**config.mk**
```make
export PLATFORM = sky130hd
export DESIGN_NAME = num_entry_ctrl
export DESIGN_NICKNAME = d
export VERILOG_FILES = /design/src/rtl/num_entry_ctrl.sv
export SDC_FILE = /design/constraint.sdc
export NUM_CORES = 1
export LEC_CHECK = 0
export BUFFER_PORTS_ARGS = -buffer_cell sky130_fd_sc_hd__clkbuf_2
export CORE_MARGIN = 2
export CORE_UTILIZATION = 57
export DETAILED_ROUTE_END_ITERATION = 16
export GPL_TIMING_DRIVEN = 0
export PLACE_DENSITY = 0.92
export SYNTH_ARGS = -nofsm -noshare
export SYNTH_HDL_FRONTEND = slang
export SYNTH_SLANG_ARGS = --single-unit
export TNS_END_PERCENT = 5
```
**constraint.sdc**
```tcl
create_clock -name clk -period 5.2 [get_ports clk]
set_input_delay 1.04 -clock clk [delete_from_list [all_inputs] [get_ports clk]]
set_output_delay 1.04 -clock clk [all_outputs]
set_load 0.01 [all_outputs]
```
**src/rtl/num_entry_ctrl.sv**
```systemverilog
// Operand-entry controller for the 24 game: collects NUM_COUNT decimal operands from keypad strobes.
// Optional feature: define BACKSPACE_EN to enable key B as a digit backspace.
module num_entry_ctrl #(
    parameter int NUM_COUNT = 4,
    parameter int NUM_W     = 10,
    parameter int MAX_VAL   = 999
) (
    input  logic                       clk,
    input  logic                       rst_n,
    input  logic                       start,
    input  logic                       restart,
    input  logic [3:0]                 key,
    input  logic                       key_stb,
    output logic [NUM_COUNT*NUM_W-1:0] nums,
    output logic [NUM_COUNT-1:0]       valid,
    output logic [$clog2(NUM_COUNT+1)-1:0] cur_idx,
    output logic                       busy,
    output logic                       done,
    output logic                       err
);

    localparam int CW = $clog2(NUM_COUNT + 1);
    localparam int IW = (NUM_COUNT > 1) ? $clog2(NUM_COUNT) : 1;
    localparam int VW = NUM_W + 4;

    // State bit 0 doubles as busy and bit 1 as done, so both outputs come straight from flops.
    typedef enum logic [1:0] {
        ST_IDLE  = 2'b00,
        ST_ENTRY = 2'b01,
        ST_DONE  = 2'b10
    } state_t;

    state_t              state_r;
    logic [NUM_W-1:0]    slots_r [NUM_COUNT];
    logic [NUM_COUNT-1:0] valid_r;
    logic [CW-1:0]       cur_idx_r;
    logic [7:0]          dcnt_r;
    logic                err_r;
    logic                start_q_r;
    logic                restart_q_r;

    logic                start_re_s;
    logic                restart_re_s;
    logic [IW-1:0]       idx_s;
    logic [NUM_W-1:0]    cur_val_s;
    logic [VW-1:0]       cand_s;
    logic                digit_ok_s;
    logic                is_last_s;
`ifdef BACKSPACE_EN
    logic [VW-1:0]       bs_full_s;
    logic [NUM_W-1:0]    bs_val_s;
`endif

    // Edge detection and candidate values for the slot under edit.
    always_comb begin
        start_re_s   = start & ~start_q_r;
        restart_re_s = restart & ~restart_q_r;
        idx_s        = cur_idx_r[IW-1:0];
        cur_val_s    = slots_r[idx_s];
        cand_s       = {4'b0000, cur_val_s} * VW'(10) + {{(VW-4){1'b0}}, key};
        digit_ok_s   = (cand_s <= VW'(MAX_VAL));
        is_last_s    = (cur_idx_r == CW'(NUM_COUNT - 1));
`ifdef BACKSPACE_EN
        bs_full_s    = {4'b0000, cur_val_s} / VW'(10);
        bs_val_s     = bs_full_s[NUM_W-1:0];
`endif
    end

    // Pack operand slots onto the flat output bus.
    always_comb begin
        nums = '0;
        for (int i = 0; i < NUM_COUNT; i++) begin
            nums[i*NUM_W +: NUM_W] = slots_r[i];
        end
    end

    assign valid   = valid_r;
    assign cur_idx = cur_idx_r;
    assign busy    = state_r[0];
    assign done    = state_r[1];
    assign err     = err_r;

    // Round FSM with operand datapath; restart has priority over everything else.
    always_ff @(posedge clk or negedge rst_n) begin
        if (!rst_n) begin
            state_r     <= ST_IDLE;
            for (int i = 0; i < NUM_COUNT; i++) slots_r[i] <= '0;
            valid_r     <= '0;
            cur_idx_r   <= '0;
            dcnt_r      <= 8'd0;
            err_r       <= 1'b0;
            start_q_r   <= 1'b0;
            restart_q_r <= 1'b0;
        end else begin
            start_q_r   <= start;
            restart_q_r <= restart;
            err_r       <= 1'b0;
            if (restart_re_s) begin
                state_r   <= ST_IDLE;
                for (int i = 0; i < NUM_COUNT; i++) slots_r[i] <= '0;
                valid_r   <= '0;
                cur_idx_r <= '0;
                dcnt_r    <= 8'd0;
            end else begin
                case (state_r)
                    ST_IDLE: begin
                        if (start_re_s) begin
                            state_r   <= ST_ENTRY;
                            for (int i = 0; i < NUM_COUNT; i++) slots_r[i] <= '0;
                            valid_r   <= '0;
                            cur_idx_r <= '0;
                            dcnt_r    <= 8'd0;
                        end
                    end
                    ST_ENTRY: begin
                        if (key_stb) begin
                            case (key)
                                4'h0, 4'h1, 4'h2, 4'h3, 4'h4,
                                4'h5, 4'h6, 4'h7, 4'h8, 4'h9: begin
                                    if (digit_ok_s) begin
                                        slots_r[idx_s] <= cand_s[NUM_W-1:0];
                                        // Saturate: only the zero/non-zero distinction matters.
                                        if (dcnt_r != 8'hFF) dcnt_r <= dcnt_r + 8'd1;
                                    end else begin
                                        err_r <= 1'b1;
                                    end
                                end
                                4'hA: begin
                                    if (dcnt_r == 8'd0) begin
                                        err_r <= 1'b1;
                                    end else begin
                                        valid_r[idx_s] <= 1'b1;
                                        dcnt_r         <= 8'd0;
                                        cur_idx_r      <= cur_idx_r + CW'(1);
                                        if (is_last_s) state_r <= ST_DONE;
                                    end
                                end
`ifdef BACKSPACE_EN
                                4'hB: begin
                                    if (dcnt_r == 8'd0) begin
                                        err_r <= 1'b1;
                                    end else begin
                                        slots_r[idx_s] <= bs_val_s;
                                        dcnt_r         <= dcnt_r - 8'd1;
                                    end
                                end
`endif
                                default: ;
                            endcase
                        end
                    end
                    ST_DONE: ;
                    default: state_r <= ST_IDLE;
                endcase
            end
        end
    end

endmodule
```
=== Word level (Yosys, flattened, before mapping) ===
Index checks and enable logic that the tools add are counted.

* Logic and storage cells: 110
* Register bits: 60
* Output and inout port bits: 50
* Bits of input ports: 9

* Reductions and logical operators: 11
* Bitwise operators: 6
* $mul: 1
* $lt $le $gt $ge: 5
* Muxes and demuxes: 47
* Equal/unequal tests: 26
* Add/subtract/negate cells: 3

{| class="wikitable"
|+ Operator list
! operator !! number
|-
| $mux W40 || 5
|-
| $pmux W40 S2 || 1
|-
| $mux W8 || 6
|-
| $bwmux W40 || 1
|-
| $pmux W8 S2 || 2
|-
| $mux W10 || 3
|-
| $bmux W10 S2 || 1
|-
| $demux W10 S2 || 1
|-
| $mux W4 || 5
|-
| $ne A3 B3 Y1 const B || 6
|-
| $eq A4 B3 Y1 const B || 4
|-
| $mux W3 || 5
|-
| $add A14 B4 Y14 || 1
|-
| $le A14 B10 Y1 const B || 1
|-
| $mul A10 B3 Y13 const B || 1
|-
| $eq A4 B4 Y1 const B || 3
|-
| $mux W2 || 6
|-
| $ne A4 B4 Y1 const B || 3
|-
| $reduce_and A5 Y1 || 2
|-
| $reduce_or A10 Y1 || 1
|-
| $add A8 B1 Y8 const B || 1
|-
| $eq A4 B2 Y1 const B || 2
|-
| $logic_not A8 Y1 || 1
|-
| $ne A8 B8 Y1 const B || 1
|-
| 28 further kinds || 36
|}

=== Depth between registers and ports, before layout ===
Gate-level depths: netlist (run 1).

* Word-level depth: 12
* Mapped depth: 16
* Gate-level depth less buffers: 14

=== Worst setup path after synthesis (run 1) ===
Ideal clock, no wire load.

* Path type: register to register
* Start: register cur_idx_r[0] (netlist: cur_idx[0])
* End: register dcnt_r[5]
* Stages on the path, launching flop included: 17
* Data required time: 5.122 ns
* Clock period less this slack: 4.704 ns
* Setup time: 0.078 ns
* Data arrival time: 4.626 ns
* Buffers on the path: 2
* Slack: 0.496 ns
* Path through: dfrtp_1 buf_1 mux4_2 ha_1 ha_1 inv_1 fa_1 nand2b_2 a211oi_4 nor4b_4 xnor2_1 and3_4 a211oi_4 a211oi_2 buf_6 or3_1 a21oi_1

* Word-level cells in the longest chain between the ends: 9

{| class="wikitable"
|+ RTL lines
! element !! RTL line !! source
|-
| from (decl) || 36 || <nowiki>logic [CW-1:0] cur_idx_r;</nowiki>
|-
| from (signal assigned) || 134 || <nowiki>cur_idx_r <= cur_idx_r + CW'(1);</nowiki>
|-
| $not A2 Y3 (implied by the code) || 59 || <nowiki>cur_val_s = slots_r[idx_s];</nowiki>
|-
| $bmux W10 S2 || 59 ||
|-
| $mux W10 (implied by the code) (2 in a row) || 59 ||
|-
| $mul A10 B3 Y13 || 60 || <nowiki>cand_s = {4'b0000, cur_val_s} * VW'(10) + {{(VW-4){1'b0}}, key};</nowiki>
|-
| $add A14 B4 Y14 || 60 ||
|-
| $le A14 B10 Y1 || 61 || <nowiki>digit_ok_s = (cand_s <= VW'(MAX_VAL));</nowiki>
|-
| $ne A4 B4 Y1 (no source line) || - ||
|-
| $reduce_and A7 Y1 (no source line) || - ||
|-
| to (signal assigned) || 123 || <nowiki>if (dcnt_r != 8'hFF) dcnt_r <= dcnt_r + 8'd1;</nowiki>
|-
| to (decl) || 37 || <nowiki>logic [7:0] dcnt_r;</nowiki>
|}

No other way between the ends. The select of a mux whose other input is x is not followed.
A chain may end at the register's enable or synchronous reset.

=== Final worst setup path (run 1) ===
* Start: register cur_idx_r[0] (netlist: cur_idx[0])
* End: register slots_r, in the netlist nums[25]

* Word-level cells in the longest chain between the ends: 12
* Elaborated cells on any way between the ends: 20
* Those cells by class: 1 x add/sub; 1 x mul; 3 x order compare; 1 x eq/ne; 11 x mux; 1 x bitwise; 2 x reduce/logical

{| class="wikitable"
|+ RTL lines
! element !! RTL line !! source
|-
| $not A2 Y3 (implied by the code) * || 59, 121 ||
|-
| branches (longest 11 deep; another with $add A14 B4 Y14) || - ||
|-
| to (signal, indexed assignment) || 121 || <nowiki>slots_r[idx_s] <= cand_s[NUM_W-1:0];</nowiki>
|-
| to (decl) || 34 || <nowiki>logic [NUM_W-1:0] slots_r [NUM_COUNT];</nowiki>
|}

Every way passes the cells marked *. The select of a mux whose other input is x is not followed.

==> results of run 1 <==
-- power groups by stage --
stage	Combinational [mW]	Sequential (mW)	Clock, mW
after detailed placement	0.347	0.524	0
after floorplan	0.235	0.529	0
after global placement	0.330	0.523	0
after global routing	0.391	0.520	0.397
after CTS	0.356	0.516	0.378
final	0.361	0.517	0.379
-- how the worst max path moves through the flow --
stage	startpoint	to	slack, ps	cells after the start
2_1_floorplan	cur_idx[0]	dcnt_r[5]	500	16
3_3_place_gp	cur_idx[0]	dcnt_r[1]	70	16
3_5_place_dp	cur_idx[0]	dcnt_r[1]	-70	16
4_1_cts	cur_idx[0]	nums[1]	90	16
5_1_grt	cur_idx[0]	nums[1]	40	16
6_report	cur_idx[0]	nums[25]	320	16
-- cell usage in the layout, fill, tap and decap left out, drive strengths merged, types with 2 or more instances in the layout --
cell	count
clkbuf	78
nand2	63
dfrtp	60
mux2i	43
ha	26
nor2	21
a21oi	19
o21ai	15
inv	13
mux4	10
xnor2	8
nand3	8
or3	8
nand2b	8
a211oi	8
nand4	6
nor3	5
a21o	4
and3	4
buf	4
o21a	3
nor3b	3
nor2b	3
and2	2
and4	2
o2bb2ai	2
nor4	2
fa	2
clkinvlp	2
clkinv	2
xor2	2
nor4b	2
-- critical path: stages (launching register included) --
cell and delay [ps]:
dfrtp_1 460, buf_4 300, mux4_2 590, ha_1 330, ha_1 230, inv_1 80
fa_1 500, nand2b_2 270, a211oi_4 270, nor4b_4 270, xnor2_1 120, and3_4 200
a211oi_4 310, nor3b_1 240, buf_4 220, nand2_4 170, mux2i_1 220
-- cells in the mapped netlist (all sizes together) (8+ instances only) --
| cell | count | area share |
|---|---|---|
| xnor2 | 8 | 0.018 |
| ha | 26 | 0.084 |
| dfrtp | 60 | 0.39 |
| a211oi | 8 | 0.025 |
| mux4 | 10 | 0.058 |
| clkbuf | 8 | 0.0078 |
| mux2i | 43 | 0.11 |
| nand2 | 63 | 0.069 |
| inv | 13 | 0.013 |
| o21ai | 15 | 0.019 |
| nor2 | 21 | 0.020 |
| a21oi | 19 | 0.026 |
| nand2b | 8 | 0.014 |
| nand3 | 8 | 0.010 |
| or3 | 8 | 0.013 |
-- kinds of logic (layout without fill, tap and decap cells) --
| kind of cell | Yosys count | after routing | synth area share |
|---|---|---|---|
| AND/OR/NAND/NOR | 141 | 141 | 0.1909 |
| flip-flops | 60 | 60 | 0.3882 |
| AO/OA/AOI/OAI | 58 | 58 | 0.1032 |
| multiplexers | 53 | 53 | 0.1695 |
| adder cells (fa/ha/maj) | 28 | 28 | 0.09447 |
| buffers and inverters | 25 | 99 | 0.02911 |
| XOR/XNOR | 10 | 10 | 0.02459 |
-- cell type report --
type | count | area share
sequential | 60 | 0.3385
clock inverter | 4 | 0.005642
multi-input combinational | 290 | 0.5080
buffer | 12 | 0.01551
clock buffer | 12 | 0.03272
timing repair buffer | 58 | 0.06601
tap | 80 | 0.02257
inverter | 13 | 0.01100
-- layer usage --
| metal | GRT usage | vias up | part of all wire |
|---|---|---|---|
| li1 | - | 1488 | - |
| met1 | 0.3430 | 1652 | 0.37 |
| met2 | 0.4916 | 183 | 0.51 |
| met3 | 0.07238 | 52 | 0.075 |
| met4 | 0.1804 | 0 | 0.044 |
| met5 | 0 | - | 0 |
-- through the flow --
step | cells | setup TNS, ps | worst slack, ps | hold WS [ps] | instance area, sq um
floorplan | 375 | 0 | 496.4 | 508.2 | 3867
global placement | 513 | 0 | 73.20 | 482.3 | 4258
detailed placement | 513 | -1815 | -72.89 | 497.6 | 4260
CTS | 529 | 0 | 92.14 | 513.1 | 4438
global route | 529 | 0 | 41.92 | 546.9 | 4436
finish | 529 | 0 | 319.6 | 505.5 | 4436
-- sequential cells by signal, summed over array words and instances, names as in the netlist --
register     count
start_q_r        1
valid            4
cur_idx          3
dcnt_r           8
err              1
state_r          2
nums            40
restart_q_r      1
-- repair_timing --
action,CTS,global route
hold buffers,0,0
gates resized for setup,2,6
setup buffers,0,0
cloned,0,0
pin swaps,0,0
endpoints found under the setup margin,45,48
==> results_dict.tcl, run 1 <==
set metrics [dict create \
    status "complete, no violations" \
    synth_nets 412 \
    p_sw_uw 452.3 \
    worstPathArrival_ps 5140 \
    cp-start-kind "flop" \
    irDropWorstVdd_mv 0.2744 \
    diodes 0 \
    dpl.hpwl_um 7123 \
    synth_edf_count 0 \
    drt_iter0_markers 234 \
    yosys_warnings 0 \
    worstHoldPathType "flop to flop" \
    floorplan.die_area_sq_um 7460 \
    ios 59 \
    grt_pass1_wl_um 16960 \
    tritoncts "done" \
    end_kind "flop" \
    avgRoutedWirePerCell_um 19.59 \
    multi_input_area_sq_um 2253 \
    hold_viol 0 \
    ys_seq_area_frac 0.3882 \
    period_needed_ps 4880 \
    worstPathRequired_ps 5460 \
    seqPwrFrac 0.412 \
    finalCritPeriodShare 0.9385 \
    post-route-drc-count 0 \
    die_h_um 86.37 \
    syn_area_sq_um 3867 \
    std_cell_rows 30 \
    htree_levels 3 \
    globalplace.congestion 0.9687 \
    r2r-start "cur_idx[0]" \
    antenna_found_initial 0 \
    vias_per_cell 6.380 \
    holdPathEnd "valid[3]" \
    switching_share 0.3597 \
    clkLatencyLatePin_ps 350 \
    p_clk_frac 0.302 \
    clock-sinks 60 \
    grt_pass1_vias 3488 \
    p_per_area_nw_per_um2 283.5 \
    rsz0062_at_grt "no" \
    port_buffers 58 \
    power.leakage_nw 2.299 \
    syn2layout_area_growth_pct 14.69 \
    syn_inst 375 \
    ys.flop_type "dfrtp_1" \
    r2r_end "nums[25]" \
    cts-root-buf "clkbuf_8" \
    fin_util 0.6639 \
    ant_nets 0 \
    dr.pass1.iters 5 \
    numCtsBuffers 9 \
    max_freq_mhz 204.9 \
    crit_type "flop to flop" \
    clkTransAtPathRegs_ps 70 \
    num-fill-cells 477 \
    total_power_mw 1.257 \
    max_cap_violations 0 \
    core_area_sq_um 6681 \
    skew_ps 9.334 \
    route.vias.total 3375 \
    wirelength_um 10360 \
    synth_seq_cells 60 \
    clockBufferDepth 2 \
    setup_viol 0 \
    async_flop_share 1.000 \
    layout.nets 481 \
    register_area_sq_um 1501 \
    power.internal_uw 805.1 \
    critPathMaxFanout 10 \
    gr-total-overflow 0 \
    holdPathStages 2 \
    yosysUniqueCellTypes 54 \
    syn_area_per_cell_sq_um 10.31 \
    start_util 0.5788 \
    grtUsageTotal 0.2951 \
    tightest_slew_ps 818.9 \
    rrSetupSlack_ps 320 \
    slew_violations 0 \
    drive_above_1_share 0.2339 \
    ff2ff_path_depth 16 \
    grt_max_degree 61 \
    min-delay-start "valid[3]" \
    slew_headroom 0.4541 \
    p_comb_frac 0.287 \
    die_x_um 86.37 \
]
Note: power is estimated with default switching activity, not from simulation.
==> run 2: changes to the inputs <==
--- a/config.mk
+++ b/config.mk
@@ -10,7 +10,7 @@
 export CORE_UTILIZATION = 57
 export DETAILED_ROUTE_END_ITERATION = 16
 export GPL_TIMING_DRIVEN = 0
-export PLACE_DENSITY = 0.92
+export PLACE_DENSITY = 0.8
 export SYNTH_ARGS = -nofsm -noshare
 export SYNTH_HDL_FRONTEND = slang
 export SYNTH_SLANG_ARGS = --single-unit
==> run 2 against run 1 <==
Net effect: flip-flop and latch count stayed put; sequential power is essentially flat; non-clock buffer count stayed put; largest power group unchanged; worst hold slack barely moved; first-iteration DRC count down 17%.
==> results_dict.tcl, run 2 (synthesis results as in run 1) <==
set metrics [dict create \
    num-fill-cells 523 \
    crit_type "flop to flop" \
    power.leakage_nw 2.304 \
    status "complete, no violations" \
    setup_viol 0 \
    drive_above_1_share 0.2366 \
    max_freq_mhz 204.7 \
    start_util 0.5788 \
    largest_reg_flops 40 \
    die_h_um 86.37 \
    rsz0062_at_grt "no" \
    r2r_end "nums[17]" \
    port_buffers 58 \
    p_per_area_nw_per_um2 280.9 \
    drt_iter0_markers 194 \
    crit_path_start "cur_idx[0]" \
    ios 59 \
    finalCritPeriodShare 0.9393 \
    tns_ps 0 \
    p_comb_frac 0.282 \
    std_cell_rows 30 \
    hold_viol 0 \
    p_sw_uw 433.1 \
    numCtsBuffers 9 \
    p_clk_frac 0.304 \
    worstHoldPathType "flop to flop" \
    tritoncts "done" \
    post-route-drc-count 0 \
    grt_max_degree 61 \
    seqPwrFrac 0.414 \
    cts-root-buf "clkbuf_8" \
    power.internal_uw 814.5 \
    skew_ps 8.024 \
    layout.nets 481 \
    grtUsageTotal 0.2649 \
    rrSetupSlack_ps 320 \
    irDropWorstVdd_mv 0.2615 \
    worstPathRequired_ps 5460 \
    dp_slack_ps -92.65 \
    dr.pass1.iters 4 \
    period_needed_ps 4884 \
    worstPathArrival_ps 5140 \
    globalplace.congestion 0.8245 \
    worst_slack_ps 315.6 \
    ant_nets 0 \
    clockBufferDepth 2 \
    cts_hold_buf 0 \
    grt_pass1_vias 3178 \
    cp-start-kind "flop" \
    slew_headroom 0.4633 \
    die_x_um 86.37 \
    gr-total-overflow 0 \
    vias_per_cell 5.941 \
    mostFrequentLayoutCells "dfrtp_1, nand2_1, clkbuf_2, mux2i_1, ha_1" \
    route.vias.total 3137 \
    avgRoutedWirePerCell_um 17.51 \
    core_area_sq_um 6681 \
    clkTransAtPathRegs_ps 70 \
    r2r-start "cur_idx[0]" \
    antenna_found_initial 0 \
    worstSetupEndpoint "nums[17]" \
    critPathMaxFanout 10 \
    tightest_slew_ps 805.1 \
    clock-sinks 60 \
    htree_levels 3 \
    switching_share 0.3471 \
    floorplan.die_area_sq_um 7460 \
    grt_pass1_wl_um 15270 \
    ff2ff_path_depth 16 \
    dpl.hpwl_um 6845 \
    max_cap_violations 0 \
    layout_commonest_cell "dfrtp_1" \
    end_kind "flop" \
    diodes 0 \
    clkLatencyLatePin_ps 340 \
    slew_violations 0 \
    syn2layout_area_growth_pct 14.85 \
    wirelength_um 9244 \
]
[run 2: changes by cell type in the layout (fill, tap and decap cells not counted)]
cell | previous run | this run
clkbuf_4 | 1 | 2
clkbuf_1 | 9 | 7
clkbuf_8 | 10 | 11
buf_4 | 2 | 1
[run 2: worst max-delay path: stages (launching register included)]
cell      delay [ps]
dfrtp_1          440
clkbuf_4         320
mux4_2           610
ha_1             330
ha_1             220
inv_1             70
fa_1             500
nand2b_2         260
a211oi_4         280
nor4b_4          260
xnor2_1          130
and3_4           200
a211oi_4         310
nor3b_1          250
buf_4            220
nand2_4          160
mux2i_1          210
[run 2: metal layers]
layer / global-route usage / share of wire
met2: 0.4301 / 0.50
met3: 0.06000 / 0.050
met4: 0.1136 / 0.013
met1: 0.3423 / 0.44
met5: 0 / 0
[run 2: repair_timing]
item	4_1_cts	5_1_grt
buffers inserted	0	0
setup endpoints to repair	45	48
gates resized for setup	2	5
[run 2: how the worst min path moves through the flow]
| stage | from | cells after the start | endpoint |
|---|---|---|---|
| floorplan | restart_q_r | 2 | state_r[1] |
| global placement | valid[0] | 2 | valid[0] |
| detailed placement | valid[0] | 2 | valid[0] |
| CTS | valid[0] | 2 | valid[0] |
| global route | valid[2] | 2 | valid[2] |
| finish | valid[2] | 2 | valid[2] |
[run 2: power by group through the flow]
stage          sequential (mW)  combinational, mW  clock, mW
4_1_cts                  0.515              0.351      0.382
5_1_grt                  0.520              0.383      0.405
2_1_floorplan            0.529              0.235          0
3_5_place_dp             0.524              0.346          0
3_3_place_gp             0.523              0.336          0
6_report                 0.516              0.352      0.380
[run 2: final cells by class]
class | instances | area (sq um) | area share
Sequential cell | 60 | 1501 | 0.3380
Clock inverter | 4 | 25.02 | 0.005634
Buffer | 12 | 68.82 | 0.01549
Clock buffer | 11 | 151.4 | 0.03408
Timing Repair Buffer | 58 | 292.8 | 0.06592
Tap cell | 80 | 100.1 | 0.02254
Inverter | 13 | 48.80 | 0.01099
Multi-Input combinational cell | 290 | 2253 | 0.5073
[run 2: through the flow]
step / area [sq um] / power [mW] / utilization / std cells / hold WS, ps
floorplan: 3867 / 0.7641 / - / 375 / 508.2
global route: 4442 / 1.309 / 0.6648 / 528 / 554.5
global placement: 4258 / 0.8590 / 0.6373 / 513 / 480.9
finish: 4442 / 1.248 / 0.6648 / 528 / 505.1
CTS: 4444 / 1.248 / 0.6652 / 528 / 510.8
detailed placement: 4260 / 0.8700 / 0.6376 / 513 / 491.6
